==> config.mk <==
export PLATFORM = sky130hd
export DESIGN_NAME = id_ex_stage
export DESIGN_NICKNAME = d
export VERILOG_FILES = /design/src/rtl/riscv_pkg.sv /design/src/rtl/imm_gen.sv /design/src/rtl/id_ex_stage.sv
export SDC_FILE = /design/constraint.sdc
export NUM_CORES = 1
export LEC_CHECK = 0
export BUFFER_PORTS_ARGS = -buffer_cell sky130_fd_sc_hd__buf_4
export CORE_ASPECT_RATIO = 0.75
export CORE_UTILIZATION = 53
export DETAILED_ROUTE_END_ITERATION = 10
export GPL_ROUTABILITY_DRIVEN = 0
export PLACE_DENSITY = 0.8
export SYNTH_ARGS = -nofsm -noshare
export SYNTH_HDL_FRONTEND = slang
export SYNTH_SLANG_ARGS = --single-unit
==> constraint.sdc <==
create_clock -name clk_i -period 4.65 [get_ports clk_i]
set_clock_uncertainty 0.05 [all_clocks]
set_input_delay 0.465 -clock clk_i [delete_from_list [all_inputs] [get_ports clk_i]]
set_output_delay 0.465 -clock clk_i [all_outputs]
set_load 0.1 [all_outputs]
==> src/rtl/riscv_pkg.sv <==
// Shared RV32IM decode definitions: opcodes, ALU op codes, the control bundle
// and the operand bypass selector used by the decode/operand-select stage.
package riscv_pkg;

   localparam logic [6:0] OPC_OP     = 7'b0110011;
   localparam logic [6:0] OPC_OP_IMM = 7'b0010011;
   localparam logic [6:0] OPC_BRANCH = 7'b1100011;
   localparam logic [6:0] OPC_LOAD   = 7'b0000011;
   localparam logic [6:0] OPC_STORE  = 7'b0100011;
   localparam logic [6:0] OPC_LUI    = 7'b0110111;
   localparam logic [6:0] OPC_AUIPC  = 7'b0010111;
   localparam logic [6:0] OPC_JAL    = 7'b1101111;
   localparam logic [6:0] OPC_JALR   = 7'b1100111;

   typedef enum logic [3:0] {
      ALU_ADD    = 4'd0,
      ALU_SLL    = 4'd1,
      ALU_SLT    = 4'd2,
      ALU_SLTU   = 4'd3,
      ALU_XOR    = 4'd4,
      ALU_SRL    = 4'd5,
      ALU_OR     = 4'd6,
      ALU_AND    = 4'd7,
      ALU_MUL    = 4'd8,
      ALU_MULH   = 4'd9,
      ALU_MULHSU = 4'd10,
      ALU_MULHU  = 4'd11,
      ALU_DIV    = 4'd12,
      ALU_DIVU   = 4'd13,
      ALU_REM    = 4'd14,
      ALU_REMU   = 4'd15
   } alu_op_e;

   typedef struct packed {
      logic is_branch;
      logic is_jump;
      logic mem_read;
      logic mem_write;
      logic reg_write;
      logic illegal;
   } ctrl_t;

   // x0 first, then the instruction in EX, then writeback, then the register file.
   function automatic logic [31:0] bypass_sel(
      input logic [4:0]  rs,
      input logic [31:0] rf_data,
      input logic        ex_ok,
      input logic [4:0]  ex_rd,
      input logic [31:0] ex_data,
      input logic        wb_ok,
      input logic [4:0]  wb_rd,
      input logic [31:0] wb_data
   );
      logic [31:0] r;
      if (rs == 5'd0)                  r = 32'd0;
      else if (ex_ok && ex_rd == rs)   r = ex_data;
      else if (wb_ok && wb_rd == rs)   r = wb_data;
      else                             r = rf_data;
      return r;
   endfunction

endpackage

==> src/rtl/imm_gen.sv <==
// Combinational immediate extraction; the format (I/S/B/U/J) follows the opcode.
module imm_gen
   import riscv_pkg::*;
(
   input  logic [31:0] instr,
   output logic [31:0] imm
);

   always_comb begin
      imm = 32'd0;
      case (instr[6:0])
         OPC_OP_IMM, OPC_LOAD, OPC_JALR:
            imm = {{20{instr[31]}}, instr[31:20]};
         OPC_STORE:
            imm = {{20{instr[31]}}, instr[31:25], instr[11:7]};
         OPC_BRANCH:
            imm = {{19{instr[31]}}, instr[31], instr[7], instr[30:25], instr[11:8], 1'b0};
         OPC_LUI, OPC_AUIPC:
            imm = {instr[31:12], 12'd0};
         OPC_JAL:
            imm = {{11{instr[31]}}, instr[31], instr[19:12], instr[20], instr[30:21], 1'b0};
         default:
            imm = 32'd0;
      endcase
   end

endmodule

==> src/rtl/id_ex_stage.sv <==
// Decode and operand-select stage feeding the RV32IM execute ALU, with EX/WB
// bypass, load-use interlock, flush and a registered valid/ready output slot.
module id_ex_stage
   import riscv_pkg::*;
#(
   parameter logic [31:0] RESET_PC = 32'h0000_0000
) (
   input  logic        clk_i,
   input  logic        rst_n,
   input  logic        valid_i,
   output logic        ready_o,
   input  logic [31:0] instr_i,
   input  logic [31:0] pc_i,
   input  logic [31:0] rs1_data_i,
   input  logic [31:0] rs2_data_i,
   input  logic [31:0] ex_result_i,
   input  logic        wb_valid_i,
   input  logic [4:0]  wb_rd_i,
   input  logic [31:0] wb_data_i,
   input  logic        flush_i,
   input  logic        ready_i,
   output logic        valid_o,
   output logic [31:0] opr_1_o,
   output logic [31:0] opr_2_o,
   output logic [3:0]  alu_op_o,
   output logic        flag_o,
   output logic        eq_o,
   output logic        is_branch_o,
   output logic        is_jump_o,
   output logic        mem_read_o,
   output logic        mem_write_o,
   output logic        reg_write_o,
   output logic        illegal_o,
   output logic [4:0]  rd_o,
   output logic [31:0] store_data_o,
   output logic [31:0] target_o,
   output logic [31:0] pc_o
);

   logic [6:0]  opcode;
   logic [2:0]  f3;
   logic [4:0]  rs1, rs2, rd;
   logic [31:0] imm;
   logic [31:0] rs1_val, rs2_val;
   logic        ex_ok;
   logic        uses_rs1, uses_rs2;
   logic        hazard;
   ctrl_t       ctrl_q;

   logic [31:0] d_opr1, d_opr2, d_target, d_store;
   logic [3:0]  d_alu;
   logic        d_flag, d_eq;
   logic [4:0]  d_rd;
   ctrl_t       d_ctrl;

   assign opcode = instr_i[6:0];
   assign f3     = instr_i[14:12];
   assign rs1    = instr_i[19:15];
   assign rs2    = instr_i[24:20];
   assign rd     = instr_i[11:7];

   imm_gen u_imm_gen (
      .instr (instr_i),
      .imm   (imm)
   );

   // A load in EX has no result yet, so it is never a bypass source.
   assign ex_ok   = valid_o & ctrl_q.reg_write & ~ctrl_q.mem_read;
   assign rs1_val = bypass_sel(rs1, rs1_data_i, ex_ok, rd_o, ex_result_i, wb_valid_i, wb_rd_i, wb_data_i);
   assign rs2_val = bypass_sel(rs2, rs2_data_i, ex_ok, rd_o, ex_result_i, wb_valid_i, wb_rd_i, wb_data_i);

   assign uses_rs1 = (opcode == OPC_OP) | (opcode == OPC_OP_IMM) | (opcode == OPC_BRANCH) |
                     (opcode == OPC_LOAD) | (opcode == OPC_STORE) | (opcode == OPC_JALR);
   assign uses_rs2 = (opcode == OPC_OP) | (opcode == OPC_BRANCH) | (opcode == OPC_STORE);

   assign hazard = valid_o & ctrl_q.mem_read & (rd_o != 5'd0) &
                   ((uses_rs1 & (rs1 == rd_o)) | (uses_rs2 & (rs2 == rd_o)));

   // Handshake: an instruction moves in when valid_i & ready_o; the output slot
   // holds its contents while valid_o & ~ready_i, and empties when ready_i is
   // high with nothing accepted. Flush empties the slot and refuses the input.
   assign ready_o = (~valid_o | ready_i) & ~hazard & ~flush_i;

   always_comb begin
      d_opr1   = 32'd0;
      d_opr2   = 32'd0;
      d_alu    = ALU_ADD;
      d_flag   = 1'b0;
      d_eq     = 1'b0;
      d_ctrl   = '0;
      d_target = 32'd0;
      d_store  = 32'd0;
      d_rd     = 5'd0;
      case (opcode)
         OPC_OP: begin
            d_opr1 = rs1_val;
            d_opr2 = rs2_val;
            d_alu  = {instr_i[25], f3};
            d_flag = instr_i[30] & ~instr_i[25] & ((f3 == 3'b000) | (f3 == 3'b101));
            d_ctrl.reg_write = 1'b1;
         end
         OPC_OP_IMM: begin
            d_opr1 = rs1_val;
            d_opr2 = imm;
            d_alu  = {1'b0, f3};
            d_flag = instr_i[30] & (f3 == 3'b101);
            d_ctrl.reg_write = 1'b1;
         end
         OPC_BRANCH: begin
            d_opr1   = rs1_val;
            d_opr2   = rs2_val;
            d_alu    = {2'b00, instr_i[14:13]};
            d_flag   = ~instr_i[14];
            d_eq     = ~(instr_i[14] ^ instr_i[12]);
            d_target = pc_i + imm;
            d_ctrl.is_branch = 1'b1;
         end
         OPC_LOAD: begin
            d_opr1 = rs1_val;
            d_opr2 = imm;
            d_ctrl.mem_read  = 1'b1;
            d_ctrl.reg_write = 1'b1;
         end
         OPC_STORE: begin
            d_opr1  = rs1_val;
            d_opr2  = imm;
            d_store = rs2_val;
            d_ctrl.mem_write = 1'b1;
         end
         OPC_LUI: begin
            d_opr2 = imm;
            d_ctrl.reg_write = 1'b1;
         end
         OPC_AUIPC: begin
            d_opr1 = pc_i;
            d_opr2 = imm;
            d_ctrl.reg_write = 1'b1;
         end
         OPC_JAL: begin
            d_opr1   = pc_i;
            d_opr2   = 32'd4;
            d_target = pc_i + imm;
            d_ctrl.is_jump   = 1'b1;
            d_ctrl.reg_write = 1'b1;
         end
         OPC_JALR: begin
            d_opr1   = pc_i;
            d_opr2   = 32'd4;
            d_target = (rs1_val + imm) & ~32'd1;
            d_ctrl.is_jump   = 1'b1;
            d_ctrl.reg_write = 1'b1;
         end
         default: d_ctrl.illegal = 1'b1;
      endcase
      if (rd == 5'd0)
         d_ctrl.reg_write = 1'b0;
      if (d_ctrl.reg_write)
         d_rd = rd;
   end

   always_ff @(posedge clk_i or negedge rst_n) begin
      if (!rst_n) begin
         valid_o      <= 1'b0;
         ctrl_q       <= '0;
         opr_1_o      <= 32'd0;
         opr_2_o      <= 32'd0;
         alu_op_o     <= 4'd0;
         flag_o       <= 1'b0;
         eq_o         <= 1'b0;
         rd_o         <= 5'd0;
         store_data_o <= 32'd0;
         target_o     <= 32'd0;
         pc_o         <= RESET_PC;
      end else if (flush_i) begin
         valid_o <= 1'b0;
         ctrl_q  <= '0;
      end else if (valid_i && ready_o) begin
         valid_o      <= 1'b1;
         ctrl_q       <= d_ctrl;
         opr_1_o      <= d_opr1;
         opr_2_o      <= d_opr2;
         alu_op_o     <= d_alu;
         flag_o       <= d_flag;
         eq_o         <= d_eq;
         rd_o         <= d_rd;
         store_data_o <= d_store;
         target_o     <= d_target;
         pc_o         <= pc_i;
      end else if (ready_i) begin
         // Slot drained with nothing new: this is also the load-use bubble.
         valid_o <= 1'b0;
         ctrl_q  <= '0;
      end
   end

   assign is_branch_o = ctrl_q.is_branch;
   assign is_jump_o   = ctrl_q.is_jump;
   assign mem_read_o  = ctrl_q.mem_read;
   assign mem_write_o = ctrl_q.mem_write;
   assign reg_write_o = ctrl_q.reg_write;
   assign illegal_o   = ctrl_q.illegal;

endmodule

==> reports/results.tsv <==
stage	metric	value	unit
synth	Yosys Warn Count	0	
worst_setup_path	Setup CP Type	reg2reg	
synth	post-synthesis average cell area	8.28	µm²
routing	drt initial violations	2425	
synth	top-count cell post-synth	nand2_1	
worst_setup_path	crit path capture type	register	
sta	Final Worst Setup Slack	0.0806	ns
worst_setup_path	CP Launch Type	register	
global_routing	initial antenna violation count	2	
synth	Mapped Cells	1584	
place	setup slack at placement	-0.169	ns
outcome	status	finished clean	
run	number of max-cap violations	0	
place	placed cells	2311	
sta	final slew viol count	0	
floorplanning	initial core utilization	54.3	%
worst_hold_path	HP Class	in2async	
floorplanning	Die Area	0.0254	mm²
routing	Via Count	15400	
synth	number of synthesized flops with an enable pin	0	
synth	top-area cell type share of the netlist area	34.0	%
synth	Post-synth ARST share	100	%
floorplanning	Core Rows	49	
clock_network	Clock Latency Late Sink	0.46	ns
synth	flops & latches, synth	178	
floorplanning	Die X	184	µm
floorplanning	Die Y	138	µm
synth	synth cell count leaders	247 x nand2_1, 180 x nor2_1, 178 x dfrtp_1	
floorplanning	total core area	0.0242	mm²
clock_network	CTS H-tree depth	4	
sta	min Tclk post-route	4.57	ns
global_routing	GRT Overall Usage	44.2	%
layout	share of post-route cells with drive strength above 1	28.6	%
synth	Distinct cells, synth	79	
clock_network	TritonCTS buffer count	17	
routing	Routed Antenna Nets	0	
routing	WL/cell	24.3	µm
synth	syn_nets	1849	
sta	final cycle utilization of the critical path	98.3	%
synth	largest cells by area after synthesis	dfrtp_1 34%, nand2_1 7.1%, ha_1 5.7%	
layout	Layout Nets	2264	
layout	non-filler instance count after layout	2345	
sta	final hold vios	0	
sta	worst hold margin	0.00635	ns
clock_network	Root Buffer	clkbuf_16	
place	Port Buffers	381	
sta	Relative slew margins	21.4	%
global_routing	largest net degree at the start of global routing	93	
clock_network	CTS Sinks	178	
global_routing	vias in the first global route	14300	
synth	register area share after synthesis	34.0	%
routing	drt total wl	57100	µm
sta	TNS Setup	0	ns
pwr	PwrDens	346	mW/mm²
synth	Most used DFF post-synth	dfrtp_1	
place	HPWL after detailed placement	44200	µm
sta	Setup-failing EPs final	0	
synth	synthesized cell area	0.0131	mm²
global_routing	GR Overflow Total	0	
clock_network	clk slew on worst S/H paths	0.08	ns
clock_network	CTS tree	built	
routing	vias per cell	6.58	
worst_setup_path	CP max FO	11	
floorplanning	I/O pin total	382	
worst_setup_path	Worst Path Required	4.91	ns
routing	DRC	0	
clock_network	CTS max path bufs	2	
sta	Worst-Margin Slew	1.18	ns
routing	DR pass1 iterations	6	
pwr	Leakage	0.00872	µW
sta	maximum clock frequency	219	MHz
worst_setup_path	Crit path arrival time	4.83	ns
global_routing	first-pass GRT wire length	84800	µm
layout	area delta synth->final	33.7	%
synth	post-synth top area cell	dfrtp_1	
pwr	worst ir drop on vdd	389	µV
-- sequential cells by signal, indices dropped and copies added (netlist names), 4 cells and up --
| signal | count |
|---|---|
| target_o | 32 |
| pc_o | 32 |
| store_data_o | 32 |
| opr_2_o | 32 |
| alu_op_o | 4 |
| opr_1_o | 32 |
| rd_o | 5 |
-- worst paths after layout --
path,startpoint,to,slack (ns),cells after the start
min in group clk_i,pc_i[3],pc_o[3],0.18,3
hold reg to reg,pc_o[22],pc_o[22],0.43,2
hold / removal,rst_n,pc_o[27],0.006,1
max in group asynchronous,rst_n,pc_o[2],3.57,2
setup / recovery,rd_o[1],target_o[27],0.08,15
setup reg to reg,rd_o[1],target_o[27],0.08,15
-- power by group --
group	switching (µW)	internal (µW)
logic	2070	663
clock network	745	725
registers	123	1730
-- worst max-delay path, stage by stage, from the launching register on --
cell	delay [ns]
dfrtp_2	0.46
xor2_1	0.17
or4_4	0.50
or2_2	0.32
buf_4	0.18
a211oi_1	0.44
ha_1	0.42
nand3_1	0.19
o221ai_1	0.13
a21oi_1	0.28
a2bb2oi_1	0.25
o211ai_2	0.13
o21a_2	0.27
a211oi_1	0.26
xor2_1	0.21
o221ai_1	0.15
-- repair_timing --
item,in CTS,in global routing
hold buffers,0,0
endpoints found under the setup margin,0,12
setup buffers,0,0
gates resized for setup,0,12
-- layout by cell type (no fill, tap or decap), types with 6 or more instances in the layout --
| cell type | n |
|---|---|
| nand3_1 | 40 |
| a211oi_2 | 7 |
| inv_1 | 39 |
| nor4_1 | 6 |
| nand2_1 | 247 |
| a21oi_1 | 78 |
| o21a_1 | 41 |
| ha_1 | 60 |
| a221oi_1 | 49 |
| o221ai_1 | 23 |
| xnor2_1 | 41 |
| inv_6 | 8 |
| nor2_1 | 179 |
| a211oi_1 | 33 |
| o21ai_0 | 80 |
| a31oi_1 | 13 |
| xor2_1 | 27 |
| buf_4 | 495 |
| nor3_1 | 12 |
| nor2b_1 | 9 |
| dfrtp_1 | 173 |
| or3_1 | 6 |
| nor3b_1 | 7 |
| and3_1 | 10 |
| o21ai_1 | 7 |
| and2_1 | 12 |
| nand2b_1 | 8 |
| a21o_1 | 46 |
| mux2i_1 | 72 |
| o211ai_1 | 47 |
| o31ai_1 | 7 |
| clkbuf_16 | 17 |
-- per-stage QoR --
stage / cell area (µm²) / total power (µW) / util (%)
final: 17500 / 6060 / 72.6
after global routing: 17500 / 6210 / 72.6
after CTS: 17500 / 6020 / 72.3
after detailed placement: 16900 / 4570 / 70.0
after global placement: 16900 / 4540 / 70.0
after floorplan: 13100 / 3760 / -
-- layer usage --
metal  wire length, µm  vias to the layer above  part of all wire (%)  global-route usage [%]
met2             23800                     1306                    42                    63.2
met5                 0                        -                     0                       0
met3              8620                      230                    15                    13.2
met1             21800                     7281                    38                    61.2
met4              2850                        0                   5.0                    20.1
li1                  -                     6607                     -                       -
-- layout make-up --
class | count | area [µm²]
well taps | 331 | 414
diodes | 2 | 5.00
clock inverters | 14 | 128
clock buffers | 18 | 439
flip-flops and latches | 178 | 4460
fillers | 1890 | 6620
multi-input cells | 1265 | 8180
inverters | 39 | 146
repair buffers | 498 | 3770
-- cells by family (layout without fill, tap and decap cells) --
| logic type | Yosys count | count (layout) | synth area share, % |
|---|---|---|---|
| AO/OA/AOI/OAI | 491 | 491 | 26.5 |
| XOR/XNOR | 68 | 68 | 4.54 |
| adder cells (fa/ha/maj) | 62 | 62 | 6.03 |
| buffers and inverters | 141 | 569 | 4.30 |
| flip-flops | 178 | 178 | 34.0 |
| multiplexers | 73 | 73 | 5.61 |
| other | 0 | 2 | 0 |
| AND/OR/NAND/NOR | 571 | 571 | 19.1 |
Power figures use the tool's default switching activity.
